==> src/rtl/datmem_arb.sv <==
// Two-port valid/ready arbiter and word sequencer in front of the single-port datmem.
// Define DATMEM_ARB_RR_EN for round-robin tie-breaking; otherwise port 0 has fixed priority.
module datmem_arb #(
    parameter int WORDS = 64
) (
    input  logic        clk,
    input  logic        rst,
    input  logic [1:0]  req_valid,
    output logic [1:0]  req_ready,
    input  logic [1:0]  req_wrt,
    input  logic [31:0] req_ad0,
    input  logic [31:0] req_ad1,
    input  logic [31:0] req_dat0,
    input  logic [31:0] req_dat1,
    output logic [1:0]  rsp_valid,
    output logic        rsp_err,
    output logic [31:0] rsp_dat,
    output logic [31:0] mem_ad,
    output logic [31:0] writ_dat,
    output logic        mem_wrt,
    input  logic [31:0] red_dat
);

    typedef enum logic [1:0] {
        IDLE  = 2'd0,
        ISSUE = 2'd1,
        CAPT  = 2'd2
    } state_t;

    state_t      state_q, state_d;
    logic [1:0]  rsp_valid_q, rsp_valid_d;
    logic        rsp_err_q, rsp_err_d;
    logic [31:0] rsp_dat_q, rsp_dat_d;
    logic [31:0] mem_ad_q, mem_ad_d;
    logic [31:0] writ_dat_q, writ_dat_d;
    logic        mem_wrt_q, mem_wrt_d;
    logic        owner_q, owner_d;

    logic        gnt;
    logic        accept;
    logic [31:0] sel_ad;
    logic [31:0] sel_dat;
    logic        sel_wrt;
    logic        sel_err;

`ifdef DATMEM_ARB_RR_EN
    logic rr_last_q, rr_last_d;

    // On a tie the port that did not win last time gets the grant.
    always_comb begin
        gnt = ~req_valid[0];
        if (req_valid == 2'b11) begin
            gnt = ~rr_last_q;
        end
    end

    always_comb begin
        rr_last_d = rr_last_q;
        if (accept) begin
            rr_last_d = gnt;
        end
    end

    always_ff @(posedge clk) begin
        if (rst) begin
            rr_last_q <= 1'b1;
        end else begin
            rr_last_q <= rr_last_d;
        end
    end
`else
    always_comb begin
        gnt = ~req_valid[0];
    end
`endif

    always_comb begin
        req_ready = 2'b00;
        if (state_q == IDLE) begin
            req_ready = (gnt ? 2'b10 : 2'b01) & req_valid;
        end
    end

    assign accept  = |(req_valid & req_ready);
    assign sel_ad  = gnt ? req_ad1 : req_ad0;
    assign sel_dat = gnt ? req_dat1 : req_dat0;
    assign sel_wrt = gnt ? req_wrt[1] : req_wrt[0];
    assign sel_err = (sel_ad[1:0] != 2'b00) ||
                     ({2'b00, sel_ad[31:2]} >= 32'(WORDS));

    always_comb begin
        state_d     = state_q;
        rsp_valid_d = 2'b00;
        rsp_err_d   = 1'b0;
        rsp_dat_d   = 32'h0;
        mem_ad_d    = mem_ad_q;
        writ_dat_d  = writ_dat_q;
        mem_wrt_d   = 1'b0;
        owner_d     = owner_q;
        unique case (state_q)
            IDLE: begin
                if (accept) begin
                    owner_d = gnt;
                    if (sel_err) begin
                        rsp_valid_d = gnt ? 2'b10 : 2'b01;
                        rsp_err_d   = 1'b1;
                    end else begin
                        mem_ad_d   = sel_ad;
                        writ_dat_d = sel_dat;
                        mem_wrt_d  = sel_wrt;
                        state_d    = ISSUE;
                    end
                end
            end
            ISSUE: begin
                // mem_wrt_q still marks a store here; loads wait for red_dat.
                if (mem_wrt_q) begin
                    rsp_valid_d = owner_q ? 2'b10 : 2'b01;
                    state_d     = IDLE;
                end else begin
                    state_d = CAPT;
                end
            end
            CAPT: begin
                rsp_valid_d = owner_q ? 2'b10 : 2'b01;
                rsp_dat_d   = red_dat;
                state_d     = IDLE;
            end
            default: begin
                state_d = IDLE;
            end
        endcase
    end

    always_ff @(posedge clk) begin
        if (rst) begin
            state_q     <= IDLE;
            rsp_valid_q <= 2'b00;
            rsp_err_q   <= 1'b0;
            rsp_dat_q   <= 32'h0;
            mem_ad_q    <= 32'h0;
            writ_dat_q  <= 32'h0;
            mem_wrt_q   <= 1'b0;
            owner_q     <= 1'b0;
        end else begin
            state_q     <= state_d;
            rsp_valid_q <= rsp_valid_d;
            rsp_err_q   <= rsp_err_d;
            rsp_dat_q   <= rsp_dat_d;
            mem_ad_q    <= mem_ad_d;
            writ_dat_q  <= writ_dat_d;
            mem_wrt_q   <= mem_wrt_d;
            owner_q     <= owner_d;
        end
    end

    assign rsp_valid = rsp_valid_q;
    assign rsp_err   = rsp_err_q;
    assign rsp_dat   = rsp_dat_q;
    assign mem_ad    = mem_ad_q;
    assign writ_dat  = writ_dat_q;
    assign mem_wrt   = mem_wrt_q;

endmodule
==> config.mk <==
export PLATFORM = sky130hd
export DESIGN_NAME = datmem_arb
export DESIGN_NICKNAME = d
export VERILOG_FILES = /design/src/rtl/datmem_arb.sv
export SDC_FILE = /design/constraint.sdc
export NUM_CORES = 1
export LEC_CHECK = 0
export ABC_AREA = 1
export CAP_MARGIN = 20
export CORE_ASPECT_RATIO = 0.5
export CORE_MARGIN = 4
export CORE_UTILIZATION = 42
export CTS_BUF_LIST = sky130_fd_sc_hd__clkbuf_4
export DETAILED_ROUTE_END_ITERATION = 8
export PLACE_DENSITY_LB_ADDON = 0.05
export SLEW_MARGIN = 20
export SYNTH_ARGS = -nofsm -noshare
export SYNTH_HDL_FRONTEND = slang
export SYNTH_SLANG_ARGS = --single-unit
==> constraint.sdc <==
create_clock -name clk -period 2.84 [get_ports clk]
set_input_delay 0.71 -clock clk [delete_from_list [all_inputs] [get_ports clk]]
set_output_delay 0.71 -clock clk [all_outputs]
set_load 0.02 [all_outputs]
Word-level counts from Yosys, hierarchy flattened --
Cells that the tools add are included.
Storage, ports and cells: register bits 103, output and inout port bits 102
Cells by class: order comparisons 1, eq/ne operators 4, muxes and demuxes 15, bitwise logic cells 7, reductions and logical operators 10
Operator list (number):
- $mux W32 | 2
- $ge A30 B7 Y1 const B | 1
- $mux W2 | 9
- $pmux W2 S3 | 1
- $not A1 Y1 | 5
- $and A2 B2 Y2 | 2
- $ne A2 B2 Y1 const B | 2
- $pmux W2 S2 | 1
- $reduce_and A2 Y1 | 2
- $reduce_or A2 Y1 | 2
- $reduce_or A4 Y1 | 1
- $reduce_and A3 Y1 | 1
- $reduce_or A3 Y1 | 1
- $eq A2 B1 Y1 const B | 1
- $eq A2 B2 Y1 const B | 1
- $logic_not A2 Y1 | 1
- $mux W1 | 2
- $reduce_bool A2 Y1 | 1
- $logic_or A1 B1 Y1 | 1

Logic depth before layout (Yosys ltp) --
depth in word-level cells 7, gate-level depth with buffers 14, mapped depth without buffers 11

Least setup slack after synthesis --
No wires, ideal clock.
kind in2reg, from input req_valid[0], to register mem_ad_q[25], in the netlist mem_ad[25], library setup time 0.128 ns, arrival 2.132 ns, required time 2.712 ns, slack 0.580 ns, cell stages on the path 10, buffers on the path 4, path through buf_4 buf_2 nor2_1 nor2_1 inv_2 nand3_2 buf_6 buf_6 nand2_1 nor2_1
On the way: longest elaborated chain between the ends 6, elaborated cells between the ends (all ways) 11, those cells by class order compare: 1; mux: 3; bitwise: 3; reduce/logical: 4
Ends and longest elaborated chain:
- from (decl) | RTL line 8 | input logic [1:0] req_valid,
- $mux W2 | RTL line 80 | req_ready = (gnt ? 2'b10 : 2'b01) & req_valid;
- $and A2 B2 Y2 | RTL line 80
- $mux W2 | RTL line 79 | if (state_q == IDLE) begin
- net req_ready[1] | RTL line 9 | output logic [1:0] req_ready,
- $and A2 B2 Y2 | RTL line 84 | assign accept = |(req_valid & req_ready);
- $reduce_or A2 Y1 | RTL line 84
- $reduce_and A3 Y1 (no line)
- to (signal assigned) | RTL line 150 | mem_ad_q <= mem_ad_d;
- to (decl) | RTL line 34 | logic [31:0] mem_ad_q, mem_ad_d;
The timed path passes the listed nets, and every way through them passes these cells. A chain may end at the register's enable or synchronous reset.

Worst setup path in the final report --
from input req_valid[1], to output req_ready[1]
On the way: longest elaborated chain between the ends 2
Ends and longest elaborated chain (RTL line):
- $and A2 B2 Y2 | 80
- $mux W2 | 79
- to (decl) | 9
Every way passes these cells.

==> impl_metrics.tcl <==
set metrics [dict create \
    core-area_um2 10480 \
    synthCells 737 \
    drv_slew 0 \
    die_w_um 156.3 \
    synth_top_cell_by_area "dfxtp_1" \
    grt_pass1_wl_mm 20.67 \
    hold_depth 2 \
    grt_usage 0.2011 \
    regToRegStartpoint "state_q[1]" \
    outcome "finished clean" \
    area_growth_pct 61.98 \
    vias 4805 \
    antenna_found_initial 0 \
    grt_pass1_vias 4466 \
    yosysMostFrequentCell "nand2_1" \
    multi_input_area_um2 1926 \
    r2r_end "writ_dat[12]" \
    synth_warnings 0 \
    numCtsBuffers 9 \
    rrSetupSlack_ns 1.08 \
    initial_core_util 0.4408 \
    crit_start "req_valid[1]" \
    worstPathRequired_ns 2.13 \
    synth.area.top_cells "dfxtp_1, nand2_1, nor2_1" \
    drc 0 \
    die_y_um 82.14 \
    ys_seq_area_frac 0.4466 \
    fin_crit_sh 0.9678 \
    worst_pin_slew_ns 0.4311 \
    numClockSinks 103 \
    gp_congestion 0.8332 \
    worstPathArrival_ns 2.04 \
    cts_setup_buffers 0 \
    syn_area_per_cell_um2 6.264 \
    crit_type "input pin to primary output" \
    hp-start "mem_ad[20]" \
    clkTransAtPathRegs_ns 0.15 \
    synth_area_um2 4617 \
    skew_ns 0.01351 \
    cts_resized 0 \
    min_to "mem_ad[20]" \
    ctsHtreeMaxLevel 3 \
    ant_nets 0 \
    final.setup.tns_ns 0 \
    drt-total-wl_mm 13.60 \
    clkLatencyLatePin_ns 0.44 \
    rsz0062_at_grt "false" \
    finalNetCount 1153 \
    period_needed_ns 2.749 \
    portBuffers 267 \
    ctsRootBufferMaster "clkbuf_4" \
    synth-edff-count 0 \
    cp_max_fo 3 \
    clockBufferDepth 2 \
    grt-ovfl-total 0 \
    cap_violations 0 \
    drive_gt1_frac 0.03327 \
    peakVddDrop_mv 0.2872 \
    synth_top_area_share 0.4466 \
    setup_viol 0 \
    rows 26 \
    worst_setup_path_end_kind "primary output" \
    ios 268 \
    max_slew_margin 0.7126 \
    hpwl_mm 10.52 \
    min_path_type "flip-flop to flip-flop" \
    dr.first_iter.drc_count 193 \
    antenna_cells 0 \
    synth_common_cells "nand2_1, nor2_1, inv_1, dfxtp_1, clkbuf_1" \
    synth-main-ff-cell "dfxtp_1" \
    final-seq-area_um2 2062 \
    cts_tree "yes" \
    worst_hold_slack_ns 0.4471 \
    leakage_nw 3.653 \
    dieArea_um2 12840 \
    grt_start_max_net_pins 99 \
    synthesis.nets 903 \
    max_freq_mhz 363.8 \
    power.density_nw_per_um2 341.4 \
    dr.pass1.iters 4 \
    avgRoutedWirePerCell_um 12.01 \
    synthDistinctLibCells 22 \
    rr_worst_depth 10 \
    fillers 871 \
    ctsHoldBuffers 0 \
    start_kind "input pin" \
    synthArstFlopShare 0 \
    finalHoldViolCount 0 \
    ys_ff_latch 103 \
    vias_per_cell 4.245 \
]
## registers in the layout (all words and copies together), names as in the netlist
name,count
mem_ad,32
mem_wrt,1
owner_q,1
rsp_dat,32
rsp_err,1
rsp_valid,2
state_q,2
writ_dat,32
## metal layers
layer  track usage  share of wire
met5             0              0
met4       0.05368          0.013
met3       0.09787           0.11
met2        0.3761           0.49
met1        0.2042           0.38
## cell families (layout without fill, tap and decap cells)
group,count (synthesis),after routing,synth area share
buffers and inverters,152,407,0.1379
AO/OA/AOI/OAI,14,14,0.01572
AND/OR/NAND/NOR,461,461,0.3846
multiplexers,7,7,0.01518
flip-flops,103,103,0.4466
## critical path, cell delays in order
cell and delay, ns:
clkdlybuf4s50_1 0.46, nand2_1 0.07, nor2_1 0.16, clkdlybuf4s50_1 0.63
## report_power, final
| part | switching (mW) | internal [mW] | leakage (nW) |
|---|---|---|---|
| sequential | 0.000875 | 1.45 | 0.830 |
| combinational | 0.154 | 0.258 | 2.75 |
| clock | 0.484 | 0.206 | 0.0744 |
## cell type report
cell class / instances / share of cell area
inverter: 117 / 0.05906
sequential: 103 / 0.2757
timing repair buffer: 274 / 0.3671
multi-input combinational: 482 / 0.2575
clock buffer: 10 / 0.01004
tap: 140 / 0.02342
clock inverter: 6 / 0.007194
## layout by cell type (no fill, tap or decap)
| master | n |
|---|---|
| clkinv_2 | 1 |
| nor3_1 | 2 |
| inv_8 | 2 |
| or2_2 | 1 |
| o21ai_1 | 6 |
| nand3_1 | 11 |
| nor2_2 | 3 |
| nor2_1 | 144 |
| dfxtp_1 | 103 |
| nand2_1 | 297 |
| a211oi_1 | 1 |
| clkinv_4 | 3 |
| clkbuf_4 | 10 |
| o21ai_0 | 5 |
| nor3_2 | 2 |
| mux2i_1 | 7 |
| buf_2 | 1 |
| inv_1 | 115 |
| inv_2 | 1 |
| buf_12 | 2 |
| buf_4 | 5 |
| clkdlybuf4s50_1 | 266 |
| a21oi_1 | 2 |
| inv_4 | 1 |
| nand3_4 | 1 |
## per-stage QoR
step                power, mW  instance area (um2)  setup slack, ns  std cells  utilization
floorplan               1.634                 4617           0.5802        737            -
global placement        1.889                 7350           0.1151       1116       0.7016
detailed placement      1.895                 7350           0.1069       1116       0.7016
CTS                     2.602                 7478           0.1079       1132       0.7139
global route            2.692                 7478          0.04713       1132       0.7139
finish                  2.553                 7478          0.09138       1132       0.7139
## worst max-delay path by stage
stage,endpoint,slack (ns),cells after the start
global route,req_ready[1],0.05,4
finish,req_ready[1],0.09,4
floorplan,mem_ad[25],0.58,10
global placement,req_ready[1],0.12,4
CTS,req_ready[1],0.11,4
detailed placement,req_ready[1],0.11,4
No activity file was read; power rests on OpenSTA's default activity.
